$ cat config.mk
export PLATFORM = sky130hd
export DESIGN_NAME = cpu_dmem_sequencer
export DESIGN_NICKNAME = d
export VERILOG_FILES = /design/src/rtl/cpu_dmem_sequencer.sv
export SDC_FILE = /design/constraint.sdc
export NUM_CORES = 1
export LEC_CHECK = 0
export CAP_MARGIN = 20
export CORE_MARGIN = 2
export CORE_UTILIZATION = 25
export DETAILED_ROUTE_END_ITERATION = 7
export GPL_TIMING_DRIVEN = 0
export HOLD_SLACK_MARGIN = 0.12
export PLACE_DENSITY = 0.48
export SLEW_MARGIN = 20
export SYNTH_ARGS = -nofsm -noshare
export SYNTH_HDL_FRONTEND = slang
export SYNTH_SLANG_ARGS = --single-unit
$ cat constraint.sdc
create_clock -name clk_i -period 4.85 [get_ports clk_i]
set_input_delay 0.485 -clock clk_i [delete_from_list [all_inputs] [get_ports clk_i]]
set_output_delay 0.485 -clock clk_i [all_outputs]
set_load 0.05 [all_outputs]
$ cat src/rtl/cpu_dmem_sequencer.sv
// Data-memory access sequencer: splits byte/short/long loads and stores into
// big-endian Wishbone classic beats and reports a single completion per request.
module cpu_dmem_sequencer #(
  parameter int BUS_W   = 16,
  parameter int ADDR_W  = 32,
  parameter int TIMEOUT = 64
) (
  input  logic              clk_i,
  input  logic              rst_i,
  input  logic              req_valid_i,
  output logic              req_ready_o,
  input  logic              req_we_i,
  input  logic [1:0]        req_size_i,
  input  logic [ADDR_W-1:0] req_addr_i,
  input  logic [31:0]       req_data_i,
  input  logic              flush_i,
  output logic              resp_valid_o,
  output logic [31:0]       resp_data_o,
  output logic              resp_err_o,
  output logic              busy_o,
  output logic [ADDR_W-1:0] dmem_address_o,
  output logic [BUS_W-1:0]  dmem_data_o,
  input  logic [BUS_W-1:0]  dmem_data_i,
  output logic [BUS_W/8-1:0] dmem_sel_o,
  output logic              dmem_cyc_o,
  output logic              dmem_stb_o,
  output logic              dmem_we_o,
  input  logic              dmem_ack_i,
  input  logic              dmem_err_i
);

  localparam int BPB  = BUS_W / 8;
  localparam int OFFW = $clog2(BPB);
  localparam int TW   = (TIMEOUT > 1) ? $clog2(TIMEOUT + 1) : 1;

  typedef enum logic [1:0] {IDLE, BEAT, RESP} state_e;

  state_e            state_q, state_d;
  logic [ADDR_W-1:0] addr_q, addr_d;
  logic [31:0]       wbuf_q, wbuf_d;
  logic [31:0]       asm_q, asm_d;
  logic [2:0]        lanes_q, lanes_d;
  logic [1:0]        off_q, off_d;
  logic [1:0]        last_q, last_d;
  logic [1:0]        k_q, k_d;
  logic              we_q, we_d;
  logic              err_q, err_d;
  logic              drop_q, drop_d;
  logic [TW-1:0]     tmr_q, tmr_d;

  logic [2:0]        reqBytes;
  logic              reqLegal;
  logic [31:0]       reqLeft;
  logic [31:0]       reqRep;
  logic [BUS_W-1:0]  repBeat;

  // Store data is pre-arranged so every beat simply takes the top BUS_W bits:
  // left-justified for multi-beat requests, lane-replicated for narrow ones.
  always_comb begin
    reqBytes = 3'd4;
    reqLegal = 1'b0;
    reqLeft  = req_data_i;
    case (req_size_i)
      2'b00: begin
        reqBytes = 3'd1;
        reqLegal = 1'b1;
        reqLeft  = {req_data_i[7:0], 24'h0};
      end
      2'b01: begin
        reqBytes = 3'd2;
        reqLegal = ~req_addr_i[0];
        reqLeft  = {req_data_i[15:0], 16'h0};
      end
      2'b10: begin
        reqBytes = 3'd4;
        reqLegal = (req_addr_i[1:0] == 2'b00);
        reqLeft  = req_data_i;
      end
      default: begin
        reqBytes = 3'd4;
        reqLegal = 1'b0;
        reqLeft  = req_data_i;
      end
    endcase
    repBeat = '0;
    for (int j = 0; j < BPB; j++) begin
      repBeat[j*8 +: 8] = (req_size_i == 2'b00) ? req_data_i[7:0]
                                                 : req_data_i[(j % 2)*8 +: 8];
    end
    reqRep = '0;
    reqRep[31 -: BUS_W] = repBeat;
  end

  logic [2:0]       laneShift;
  logic [7:0]       laneMask;
  logic [7:0]       selWide;
  logic [BUS_W-1:0] rdShift;
  logic [31:0]      rd32;
  logic [31:0]      rdNew;
  logic [31:0]      asmShift;
  logic             tmrHit;

  // Lowest byte address sits in the highest lane, so the selected lanes start
  // BPB-off-L lanes above lane 0.
  always_comb begin
    laneShift = 3'(BPB) - {1'b0, off_q} - lanes_q;
    case (lanes_q)
      3'd1:    laneMask = 8'h01;
      3'd2:    laneMask = 8'h03;
      default: laneMask = 8'h0F;
    endcase
    selWide = laneMask << laneShift;
    rdShift = dmem_data_i >> {laneShift, 3'b000};
    rd32    = 32'(rdShift);
    case (lanes_q)
      3'd1: begin
        rdNew    = {24'h0, rd32[7:0]};
        asmShift = {asm_q[23:0], 8'h0};
      end
      3'd2: begin
        rdNew    = {16'h0, rd32[15:0]};
        asmShift = {asm_q[15:0], 16'h0};
      end
      default: begin
        rdNew    = rd32;
        asmShift = 32'h0;
      end
    endcase
    tmrHit = (TIMEOUT != 0) && (tmr_q == TW'(TIMEOUT - 1));
  end

  always_ff @(posedge clk_i or posedge rst_i) begin
    if (rst_i) begin
      state_q <= IDLE;
      addr_q  <= '0;
      wbuf_q  <= '0;
      asm_q   <= '0;
      lanes_q <= '0;
      off_q   <= '0;
      last_q  <= '0;
      k_q     <= '0;
      we_q    <= 1'b0;
      err_q   <= 1'b0;
      drop_q  <= 1'b0;
      tmr_q   <= '0;
    end else begin
      state_q <= state_d;
      addr_q  <= addr_d;
      wbuf_q  <= wbuf_d;
      asm_q   <= asm_d;
      lanes_q <= lanes_d;
      off_q   <= off_d;
      last_q  <= last_d;
      k_q     <= k_d;
      we_q    <= we_d;
      err_q   <= err_d;
      drop_q  <= drop_d;
      tmr_q   <= tmr_d;
    end
  end

  // Illegal requests skip BEAT entirely and report an error straight from RESP.
  always_comb begin
    state_d = state_q;
    addr_d  = addr_q;
    wbuf_d  = wbuf_q;
    asm_d   = asm_q;
    lanes_d = lanes_q;
    off_d   = off_q;
    last_d  = last_q;
    k_d     = k_q;
    we_d    = we_q;
    err_d   = err_q;
    drop_d  = drop_q;
    tmr_d   = tmr_q;
    case (state_q)
      IDLE: begin
        if (req_valid_i && !flush_i) begin
          addr_d  = req_addr_i & ~ADDR_W'(BPB - 1);
          off_d   = req_addr_i[1:0] & 2'(BPB - 1);
          lanes_d = (reqBytes < 3'(BPB)) ? reqBytes : 3'(BPB);
          last_d  = (reqBytes > 3'(BPB)) ? 2'((reqBytes >> OFFW) - 3'd1) : 2'd0;
          wbuf_d  = (reqBytes < 3'(BPB)) ? reqRep : reqLeft;
          asm_d   = '0;
          k_d     = '0;
          tmr_d   = '0;
          we_d    = req_we_i;
          err_d   = ~reqLegal;
          drop_d  = 1'b0;
          state_d = reqLegal ? BEAT : RESP;
        end
      end
      BEAT: begin
        if (flush_i && !we_q) drop_d = 1'b1;
        if (dmem_err_i) begin
          err_d   = 1'b1;
          state_d = RESP;
        end else if (dmem_ack_i) begin
          asm_d = asmShift | rdNew;
          if (k_q == last_q) begin
            state_d = RESP;
          end else begin
            k_d    = k_q + 2'd1;
            addr_d = addr_q + ADDR_W'(BPB);
            wbuf_d = wbuf_q << BUS_W;
            tmr_d  = '0;
          end
        end else if (tmrHit) begin
          err_d   = 1'b1;
          state_d = RESP;
        end else begin
          tmr_d = tmr_q + TW'(1);
        end
      end
      RESP: begin
        state_d = IDLE;
      end
      default: state_d = IDLE;
    endcase
  end

  logic showResp;

  // A flush landing on the response cycle itself still suppresses a load.
  always_comb begin
    req_ready_o    = (state_q == IDLE) && !rst_i;
    busy_o         = (state_q != IDLE);
    dmem_cyc_o     = 1'b0;
    dmem_stb_o     = 1'b0;
    dmem_we_o      = 1'b0;
    dmem_address_o = '0;
    dmem_data_o    = '0;
    dmem_sel_o     = '0;
    resp_valid_o   = 1'b0;
    resp_err_o     = 1'b0;
    resp_data_o    = '0;
    showResp       = we_q || !(drop_q || flush_i);
    case (state_q)
      BEAT: begin
        dmem_cyc_o     = 1'b1;
        dmem_stb_o     = 1'b1;
        dmem_we_o      = we_q;
        dmem_address_o = addr_q;
        dmem_sel_o     = selWide[BPB-1:0];
        dmem_data_o    = we_q ? wbuf_q[31 -: BUS_W] : '0;
      end
      RESP: begin
        resp_valid_o = showResp;
        resp_err_o   = showResp && err_q;
        resp_data_o  = (showResp && !we_q) ? asm_q : 32'h0;
      end
      default: ;
    endcase
  end

endmodule
### After elaboration in Yosys (flattened, before gate mapping)

Cells that the tools add are included.

| storage, ports and cells | value |
|---|---|
| flip-flop bits (word level) | 116 |

| operators by class | value |
|---|---|
| add/subtract/negate cells | 6 |
| shifts and indexed selects | 2 |
| magnitude comparators | 2 |
| eq/ne operators | 19 |
| mux-type cells | 60 |
| reduce and logical (&&, ||, !) cells | 23 |
| bitwise operators | 3 |

Operators with widths:

| operator | number |
|---|---|
| $mux W32 | 15 |
| $pmux W32 S2 | 5 |
| $mux W16 | 3 |
| $mux W7 | 5 |
| $add A32 B2 Y32 const B | 1 |
| $or A32 B32 Y32 | 1 |
| $mux W2 | 12 |
| $shr A16 B6 Y16 | 1 |
| $pmux W7 S2 | 1 |
| $ne A3 B3 Y1 const B | 4 |
| $mux W1 | 10 |
| $ne A2 B2 Y1 const B | 5 |
| $reduce_and A5 Y1 | 2 |
| $mux W8 | 1 |
| $ne A4 B4 Y1 const B | 2 |
| $pmux W2 S2 | 2 |
| $pmux W4 S2 | 1 |
| $reduce_and A4 Y1 | 2 |
| $shl A8 B3 Y2 | 1 |
| $add A7 B1 Y7 const B | 1 |
| $eq A7 B6 Y1 const B | 1 |
| $logic_not A2 Y1 | 3 |
| $pmux W3 S2 | 1 |
| $reduce_and A3 Y1 | 2 |
| 20 further kinds | 33 |

### Longest topological paths before layout

Gate-level depths: netlist of the first run.

| logic depth | value |
|---|---|
| depth in word-level cells | 8 |
| mapped depth | 8 |
| depth with buffers taken out | 8 |

### Worst setup path after synthesis of the first run

Ideal clock, no wire load.

| timing | value |
|---|---|
| path kind | flip-flop to output port |
| from | register lanes_q[0] |
| to | output dmem_sel_o[1] |
| slack | 2079 ps |
| path buffers | 1 |
| cell stages (with the launch flop) | 9 |
| data required time | 4365 ps |
| data arrival time | 2286 ps |
| cell sequence | dfrtp_1 > inv_1 > ha_1 > ha_1 > xnor2_1 > xnor2_1 > or3_1 > clkbuf_1 > a21oi_1 |

| on the way | value |
|---|---|
| longest elaborated chain between the ends | 4 |
| elaborated cells between the ends (all ways) | 6 |
| those cells by class | 1 x add/sub; 2 x eq/ne; 1 x shift; 2 x mux |

Ends and longest elaborated chain:

| item | line | source |
|---|---|---|
| from (decl) | 42 | `logic [2:0] lanes_q, lanes_d;` |
| from (signal assigned) | 151 | `lanes_q <= lanes_d;` |
| $eq A3 B2 Y1 or $eq A3 B1 Y1 (tied branches) | 107 | `case (lanes_q)` |
| $pmux W4 S2 | 107 |  |
| $shl A8 B3 Y2 * | 112 | `selWide = laneMask << laneShift;` |
| $mux W2 * | 238 | `case (state_q)` |
| to (decl) | 24 | `output logic [BUS_W/8-1:0] dmem_sel_o,` |

Mark *: on every way between the ends. The rest lies on a longest branch, timed or not.

### Final worst setup path of the first run

| timing | value |
|---|---|
| from | register state_q[1] |
| to | output dmem_address_o[21] |

| on the way | value |
|---|---|
| longest elaborated chain between the ends | 2 |

Ends and longest elaborated chain:

| item | line | source |
|---|---|---|
| from (decl) | 38 | `state_e state_q, state_d;` |
| from (signal assigned) | 147 | `state_q <= state_d;` |
| $eq A2 B1 Y1 | 238 |  |
| $mux W32 | 238 |  |
| to (decl) | 21 | `output logic [ADDR_W-1:0] dmem_address_o,` |

Every way passes these cells.

==> flow_summary_export.csv, run 1 <==
group,metric,value,unit
grt,globalRouteOverflowTotal,0,
floorplan,fp.dieW,167,um
yosys,yosys_warnings,0,
timing,worst_slack,0.982,ns
power_and_ir_drop,power_leakage,3.98,nW
clocking,h-tree-depth,4,
timing,setup_viol,0,
place,dp_hpwl,18.5,mm
yosys,synth.distinct_cells,63,
routing,firstDrtPassIters,5,
power_and_ir_drop,p_int,2.36,mW
clocking,cts_inserted_buffers,17,
setup_path,cp_max_fo,11,
power_and_ir_drop,p_comb_share,27.7,%
clocking,postCtsHoldBufs,0,
clocking,cts_num_sinks,115,
routing,vias,6614,
grt,grt_pass1_wl,39.0,mm
floorplan,start_util,25.5,%
layout,design_area,9450,um2
grt,grt_pass1_vias,6414,
place,place_congestion,0.815,
setup_path,crit_arrival,3.38,ns
routing,postRouteAntennaNets,0,
power_and_ir_drop,powerDensity,389,nW/um2
clocking,cts_tree,"yes",
layout,fin_cells,1301,
routing,routed_via_density,5.08,
yosys,synthesis.nets,852,
yosys,synth-seq-cells,115,
place,io_buffers,174,
clocking,cts_buffer_depth,2,
power_and_ir_drop,power.switching,1.32,mW
timing,hold_slack,0.472,ns
yosys,synth_edf_count,0,
floorplan,rows,59,
clocking,cts_setup_buffers,0,
setup_path,worstSetupStartpointType,"register",
timing,period_share,79.7,%
floorplan,io_pins,178,
grt,met2_usage,28.0,%
floorplan,core,26100,um2
yosys,syn-instance-count,759,
routing,routedWlPerCell,19.4,um
grt,use_met1,26.1,%
grt,grt_max_degree,62,
power_and_ir_drop,power_frac_clock,36.0,%
setup_path,path_class,"reg -> out",
place,place_area,8840,um2
layout,areaGrowthSynthToFinish,42.2,%
timing,fin_skew,0.0127,ns
place,post-place-cells,1269,
yosys,ys_seq_area_share,43.3,%
clocking,clk_pin_slew,0.06,ns
timing,totalNegativeSetupSlack,0,ns
job,cap_violations,0,
clocking,cts-root-buf,"clkbuf_16",
timing,grt_setup_unrepaired,"no",
clocking,clock_latency,0.43,ns
floorplan,die-area,27900,um2
grt,grt_use_met3,4.09,%
place,place_ws,1.35,ns
yosys,synthArstFlopShare,100,%
layout,final_common_cell,"clkdlybuf4s50_1",
routing,drtIter0Drc,516,
layout,nNetsFinal,1046,
routing,wl,25.3,mm
layout,drive_gt1_share,7.76,%
power_and_ir_drop,seqPwrFrac,36.3,%
layout,final_cell_mix,"174 x clkdlybuf4s50_1, 115 x dfrtp_1, 88 x nand2_1",
layout,post-route-util,36.3,%
timing,drv_slew,0,
power_and_ir_drop,peakVddDrop,223,uV
setup_path,required,4.37,ns
clocking,cts_resized,0,
floorplan,die_h,167,um
yosys,postSynthAreaPerCell,8.75,um2
grt,grt_antenna_before_repair,0,
power_and_ir_drop,power.total,3.68,mW
routing,post-route-drc-count,0,
timing,fmax,259,MHz
layout,num_antenna_cells,0,
worst_hold_path,hp-class,"reg -> reg",
yosys,netlist_area,6640,um2
timing,finalHoldViolCount,0,
timing,maxSlewHeadroom,29.9,%
power_and_ir_drop,switching_share,35.9,%
timing,min_period,3.87,ns
setup_path,worstSetupEndpointType,"primary output",
timing,worst_pin_slew,1.04,ns
grt,grt_usage,18.1,%
grt,busiest_layer,"met2",
run_status,status,"finished, final reports clean",
yosys,synth_top_flop_cell,"dfrtp_1",
cell families after synthesis:
kind of cell | Yosys count | synth area share, %
AO/OA/AOI/OAI | 222 | 22.5
XOR/XNOR | 4 | 0.641
adder cells (fa/ha/maj) | 4 | 0.753
buffers and inverters | 79 | 5.14
flip-flops | 115 | 43.3
multiplexers | 27 | 4.07
other | 1 | 0.0565
AND/OR/NAND/NOR | 307 | 23.6
final timing paths:
check | slack (ns) | cells past startpoint | end | startpoint
setup reg to reg | 2.32 | 5 | wbuf_q[27] | state_q[0]
hold / removal | 0.47 | 2 | asm_q[24] | asm_q[24]
setup / recovery | 0.98 | 7 | dmem_address_o[21] | state_q[1]
max in group asynchronous | 3.67 | 3 | off_q[0] | rst_i
min in group asynchronous | 0.51 | 2 | wbuf_q[18] | rst_i
hold reg to reg | 0.47 | 2 | asm_q[24] | asm_q[24]
routing by layer:
metal	wire, um	part of all wire [%]	vias to the layer above
met5	0	0	-
met4	204	0.81	0
met3	1840	7.3	18
met2	11200	44	266
met1	12000	47	3222
li1	-	-	3108
sequential cells by signal, summed over array words and instances, names as in the netlist:
name	flops
k_q	2
last_q	2
wbuf_q	32
drop_q	1
off_q	1
lanes_q	3
asm_q	32
state_q	2
we_q	1
tmr_q	7
addr_q	31
err_q	1
final cells by class:
class                   instances  area, um2
fillers                      2693      16600
multi-input cells             565       3420
flip-flops and latches        115       2880
repair buffers                175       1770
clock buffers                  18        429
well taps                     335        419
plain buffers                  62        273
clock inverters                14        179
inverters                      17       76.3
power by group through the flow:
stage          sequential (mW)  clock [mW]  combinational (mW)
2_1_floorplan             1.28           0               0.679
3_3_place_gp              1.35           0                1.02
6_report                  1.33        1.33                1.02
4_1_cts                   1.33        1.34                1.02
5_1_grt                   1.36        1.39                1.11
3_5_place_dp              1.35           0                1.02
critical path, cell delays in order, from the launching register on:
cell and delay [ns]:
dfrtp_1 0.45, nand2b_1 0.17, buf_4 0.19, clkinv_4 0.13, clkbuf_1 0.34, clkbuf_1 0.58, and2_1 0.29, clkdlybuf4s50_1 0.82
synthesized netlist by cell type, types with 3 or more instances:
cell type / number / area share, %
a211oi_1: 6 / 0.68
a21o_1: 9 / 1.0
a21oi_1: 41 / 3.1
a22o_1: 25 / 3.3
a22oi_1: 18 / 2.0
a2bb2oi_1: 5 / 0.66
a31oi_1: 16 / 1.5
a41oi_1: 3 / 0.40
and2_1: 62 / 5.8
and3_1: 27 / 2.5
buf_2: 17 / 1.3
buf_4: 3 / 0.34
clkbuf_1: 39 / 2.2
dfrtp_1: 115 / 43
ha_1: 4 / 0.75
inv_1: 16 / 0.90
mux2i_1: 27 / 4.1
nand2_1: 88 / 5.0
nand2b_1: 3 / 0.28
nand3_1: 19 / 1.4
nand4_1: 7 / 0.66
nor2_1: 61 / 3.4
nor2b_1: 3 / 0.28
nor3_1: 9 / 0.68
nor4_1: 6 / 0.57
o211ai_2: 3 / 0.57
o21ai_0: 58 / 4.4
o22a_1: 5 / 0.66
o22ai_1: 6 / 0.57
o31ai_1: 9 / 1.0
or2_2: 4 / 0.38
or3_1: 5 / 0.47
Power figures use the tool's default switching activity.
==> run 2: changes to the inputs <==
Settings changed: PLACE_DENSITY 0.48 to 0.5.
Clock period 4.85 ns to 3.2 ns, I/O delays scaled along.
==> run 2 against run 1 <==
  * Core utilization up 0.58 points
  * Sequential power is 53% higher
  * Register-to-register slack worse by 1.5 ns
  * Largest cell class unchanged
==> flow_summary_export.csv, run 2 (synthesis results as in run 1) <==
group,metric,value,unit
run_status,status,"finished, final reports clean",
floorplan,rows,59,
clocking,cts_tree,"yes",
layout,seqCellArea,2880,um2
setup_path,worstSetupEndpointType,"primary output",
place,dp_hpwl,18.8,mm
power_and_ir_drop,powerDensity,582,nW/um2
routing,routed_via_density,5.03,
layout,drive_gt1_share,10.5,%
clocking,cts_resized,88,
timing,fmax,329,MHz
timing,min_period,3.04,ns
floorplan,die_h,167,um
routing,wl,25.2,mm
power_and_ir_drop,p_int,3.61,mW
routing,postRouteAntennaNets,0,
layout,biggestRegsByFlops,"asm_q x32, wbuf_q x32, addr_q x31",
routing,firstDrtPassIters,5,
setup_path,rr_worst_depth,7,
layout,nNetsFinal,1047,
layout,design_area,9600,um2
job,cap_violations,0,
clocking,postCtsHoldBufs,0,
timing,maxSlewHeadroom,31.7,%
setup_path,required,2.88,ns
timing,worst_pin_slew,1.02,ns
clocking,clk_pin_slew,0.06,ns
timing,grt_setup_unrepaired,"no",
setup_path,crit_arrival,2.72,ns
power_and_ir_drop,p_comb_share,27.3,%
grt,grt_pass1_wl,39.2,mm
setup_path,cp_max_fo,19,
place,place_ws,-0.104,ns
floorplan,start_util,25.5,%
floorplan,io_pins,178,
power_and_ir_drop,seqPwrFrac,36.3,%
routing,drtIter0Drc,383,
power_and_ir_drop,peakVddDrop,332,uV
grt,grt_max_degree,32,
clocking,clock_latency,0.42,ns
floorplan,die-area,27900,um2
clocking,h-tree-depth,4,
timing,worst_slack,0.163,ns
layout,fillers,2667,
clocking,cts_num_sinks,115,
routing,routedWlPerCell,19.3,um
place,place_congestion,0.795,
timing,totalNegativeSetupSlack,0,ns
power_and_ir_drop,power.switching,1.98,mW
power_and_ir_drop,switching_share,35.5,%
layout,final_cell_mix,"115 x dfrtp_1, 101 x clkdlybuf4s50_1, 88 x nand2_1",
clocking,cts_buffer_depth,2,
setup_path,path_class,"reg -> out",
layout,fin_cells,1304,
timing,drv_slew,0,
clocking,cts_setup_buffers,0,
grt,grt_pass1_vias,6529,
place,io_buffers,174,
layout,areaGrowthSynthToFinish,44.5,%
timing,fin_skew,0.0113,ns
layout,multi_input_area,3420,um2
grt,globalRouteOverflowTotal,0,
power_and_ir_drop,power_frac_clock,36.5,%
routing,vias,6553,
place,place_area,8890,um2
floorplan,core,26100,um2
timing,finalHoldViolCount,0,
floorplan,fp.dieW,167,um
power_and_ir_drop,power_leakage,4.70,nW
layout,final_common_cell,"dfrtp_1",
routing,post-route-drc-count,0,
timing,setup_viol,0,
place,post-place-cells,1272,
grt,grt_usage,18.1,%
clocking,cts-root-buf,"clkbuf_16",
worst_hold_path,hp-class,"in -> async",
setup_path,worstSetupStartpointType,"register",
grt,grt_antenna_before_repair,2,
timing,period_share,94.9,%
clocking,cts_inserted_buffers,17,
## run 2: cell types whose count changed in the layout (fill, tap and decap cells not counted), moves of 2 or more
cell | previous run | this run
clkdlybuf4s15_1 | 0 | 9
clkdlybuf4s50_1 | 174 | 101
dlymetal6s2s_1 | 0 | 31
clkbuf_2 | 0 | 7
clkdlybuf4s15_2 | 0 | 16
buf_12 | 0 | 3
diode_2 | 0 | 2
clkinv_4 | 5 | 3
dlygate4sd2_1 | 0 | 16
clkbuf_1 | 40 | 31
clkbuf_8 | 0 | 2
## run 2: critical path, stage by stage, from the launching register on
cell             delay (ns)
dfrtp_1                0.45
nand2b_1               0.17
buf_4                  0.19
clkbuf_2               0.36
nor2_1                 0.21
clkdlybuf4s50_1        0.91
## run 2: layout make-up
class | instances | share of cell area (%)
repair buffers | 178 | 19.8
flip-flops and latches | 115 | 30.0
plain buffers | 60 | 2.84
multi-input cells | 565 | 35.7
clock buffers | 19 | 4.72
well taps | 335 | 4.37
clock inverters | 13 | 1.80
inverters | 17 | 0.756
diodes | 2 | 0.0521
## run 2: routing by layer
layer | GRT usage [%] | vias to the layer above | share of wire [%]
met4 | 4.27 | 0 | 1.2
met3 | 4.37 | 22 | 6.6
met1 | 25.1 | 3156 | 47
met2 | 28.3 | 266 | 45
met5 | 0 | - | 0
li1 | - | 3109 | -
## run 2: final timing paths
kind,startpoint,end,slack (ns)
max in group asynchronous,rst_i,addr_q[13],2.16
min,rst_i,tmr_q[5],0.33
min in group clk_i,wbuf_q[23],wbuf_q[23],0.47
max,state_q[1],dmem_address_o[30],0.16
min reg2reg,wbuf_q[23],wbuf_q[23],0.47
max reg2reg,addr_q[1],addr_q[15],0.84
## run 2: through the flow
step,total power [mW],util (%),hold slack (ns)
after floorplan,2.97,-,0.425
after global placement,3.56,33.8,0.455
after detailed placement,3.59,34.1,0.463
after CTS,5.64,36.5,0.329
after global routing,5.90,36.8,0.351
final,5.59,36.8,0.329
## run 2: power groups by stage
stage,Clock (mW),Combinational (mW),Sequential [mW]
2_1_floorplan,0,1.03,1.94
3_3_place_gp,0,1.52,2.04
3_5_place_dp,0,1.55,2.04
4_1_cts,2.08,1.54,2.02
5_1_grt,2.16,1.68,2.07
6_report,2.04,1.52,2.03
==> run 3: changes to the inputs <==
Settings changed: CAP_MARGIN 20 to unset, GPL_TIMING_DRIVEN 0 to unset.
==> run 3 against run 2 <==
  * Fmax grew 4.6%
  * Clock power about the same
  * Design area increased by 0.12%
  * Critical path depth shrank 2
  * Combinational power fell by 3%
  * Power is 1.3% lower
  * Cell count decreased by 3.5%
  * Worst hold slack lost 0.033 ns
  * Setup slack improved by 0.13 ns
  * Global-route usage decreased by 2.1 points
  * Highest routed layer is now met5
==> flow_summary_export.csv, run 3 (synthesis results as in run 1) <==
group,metric,value,unit
run_status,status,"finished, final reports clean",
grt,grt_pass1_wl,35.0,mm
setup_path,max_stage_delay,0.84,ns
clocking,clk_pin_slew,0.06,ns
routing,post-route-drc-count,0,
grt,globalRouteOverflowTotal,0,
layout,final_cell_mix,"115 x dfrtp_1, 95 x clkdlybuf4s50_1, 88 x nand2_1",
layout,num_antenna_cells,0,
floorplan,start_util,25.5,%
timing,grt_setup_unrepaired,"no",
grt,grt_usage,15.9,%
clocking,cts-root-buf,"clkbuf_16",
timing,drv_slew,0,
layout,drive_gt1_share,17.1,%
power_and_ir_drop,power.total,5.52,mW
setup_path,critPathBufInv,1,
clocking,clock_latency,0.43,ns
routing,met3_length,1.22,mm
routing,vias,6232,
place,place_area,8990,um2
clocking,cts_inserted_buffers,17,
floorplan,io_pins,178,
clocking,cts_setup_buffers,0,
clocking,cts_tree,"yes",
setup_path,path_class,"reg -> out",
timing,min_period,2.90,ns
timing,fin_skew,0.00926,ns
place,place_ws,0.584,ns
layout,nNetsFinal,1003,
setup_path,worstSetupStartpointType,"register",
place,io_buffers,176,
floorplan,rows,59,
timing,worst_slack,0.296,ns
clocking,cts_buffer_depth,2,
layout,final_common_cell,"dfrtp_1",
routing,wl_met1,11.1,mm
clocking,cts_resized,0,
timing,finalHoldViolCount,0,
grt,grt_max_degree,100,
setup_path,crit_chain,"nand2b_2 -> nor2_1 -> clkdlybuf4s50_1",
worst_hold_path,hp-class,"in -> async",
power_and_ir_drop,powerDensity,574,nW/um2
grt,grt_antenna_before_repair,1,
floorplan,die-area,27900,um2
setup_path,required,2.88,ns
routing,wl,22.1,mm
setup_path,worstSetupEndpointType,"primary output",
power_and_ir_drop,peakVddDrop,244,uV
clocking,h-tree-depth,4,
layout,areaGrowthSynthToFinish,44.7,%
floorplan,core,26100,um2
clocking,cts_num_sinks,115,
timing,maxSlewHeadroom,34.5,%
routing,firstDrtPassIters,5,
timing,totalNegativeSetupSlack,0,ns
timing,setup_viol,0,
layout,fin_cells,1258,
layout,design_area,9610,um2
place,dp_hpwl,15.6,mm
floorplan,die_h,167,um
timing,fmax,344,MHz
setup_path,crit_arrival,2.58,ns
floorplan,fp.dieW,167,um
grt,grt_pass1_vias,6107,
routing,postRouteAntennaNets,0,
timing,worst_pin_slew,0.982,ns
routing,routedWlPerCell,17.6,um
routing,drtIter0Drc,385,
routing,wl_met2,9.57,mm
setup_path,cp_max_fo,24,
setup_path,slowest_stage,"clkdlybuf4s50_1",
layout,biggestRegsByFlops,"asm_q x32, wbuf_q x32, addr_q x31",
place,place_congestion,0.786,
power_and_ir_drop,power_leakage,4.21,nW
place,post-place-cells,1226,
job,cap_violations,0,
routing,routed_via_density,4.95,
routing,top_layer,"met5",
timing,period_share,90.7,%
clocking,postCtsHoldBufs,0,
setup_path,critPathTopFamily,"buffers and inverters",
==> run 3: changes by cell type in the layout (fill, tap and decap cells not counted), sizes merged, moves of 6 or more <==
cell	change
dlygate4sd2	-16
clkdlybuf4s15	-25
dlymetal6s2s	-31
clkdlybuf4s50	-6
clkbuf	-40
buf	+72
==> run 3: worst paths after layout <==
kind | startpoint | end | slack (ns) | cells after the start
max | state_q[1] | dmem_address_o[14] | 0.30 | 3
min reg2reg | asm_q[27] | asm_q[27] | 0.47 | 2
max in group asynchronous | rst_i | asm_q[21] | 2.02 | 3
min | rst_i | wbuf_q[21] | 0.30 | 2
min in group clk_i | asm_q[27] | asm_q[27] | 0.47 | 2
max reg2reg | state_q[1] | tmr_q[6] | 0.71 | 6
==> run 3: per-stage QoR <==
stage               hold slack [ns]  util [%]
finish                        0.295      36.9
detailed placement            0.464      34.5
CTS                           0.296      36.9
global route                  0.343      36.9
global placement              0.456      34.5
floorplan                     0.425         -
==> run 3: where the power goes <==
group          switching [mW]  internal [mW]  leakage (nW)  total (mW)
Combinational           0.897          0.586          2.46        1.48
Sequential              0.271           1.74          1.46        2.01
Clock                   0.777           1.25         0.294        2.02
==> run 3: layout make-up <==
cell class | instances | area (um2)
fill | 2643 | 16400
multi-input combinational | 565 | 3460
sequential | 115 | 2880
timing repair buffer | 194 | 2160
clock buffer | 17 | 425
tap | 335 | 419
clock inverter | 15 | 194
inverter | 17 | 72.6
==> run 3: routing by layer <==
layer | global-route usage (%) | vias to the layer above
met3 | 2.66 | 24
li1 | - | 3030
met2 | 23.7 | 209
met1 | 23.7 | 2967
met5 | 0 | -
met4 | 4.54 | 2
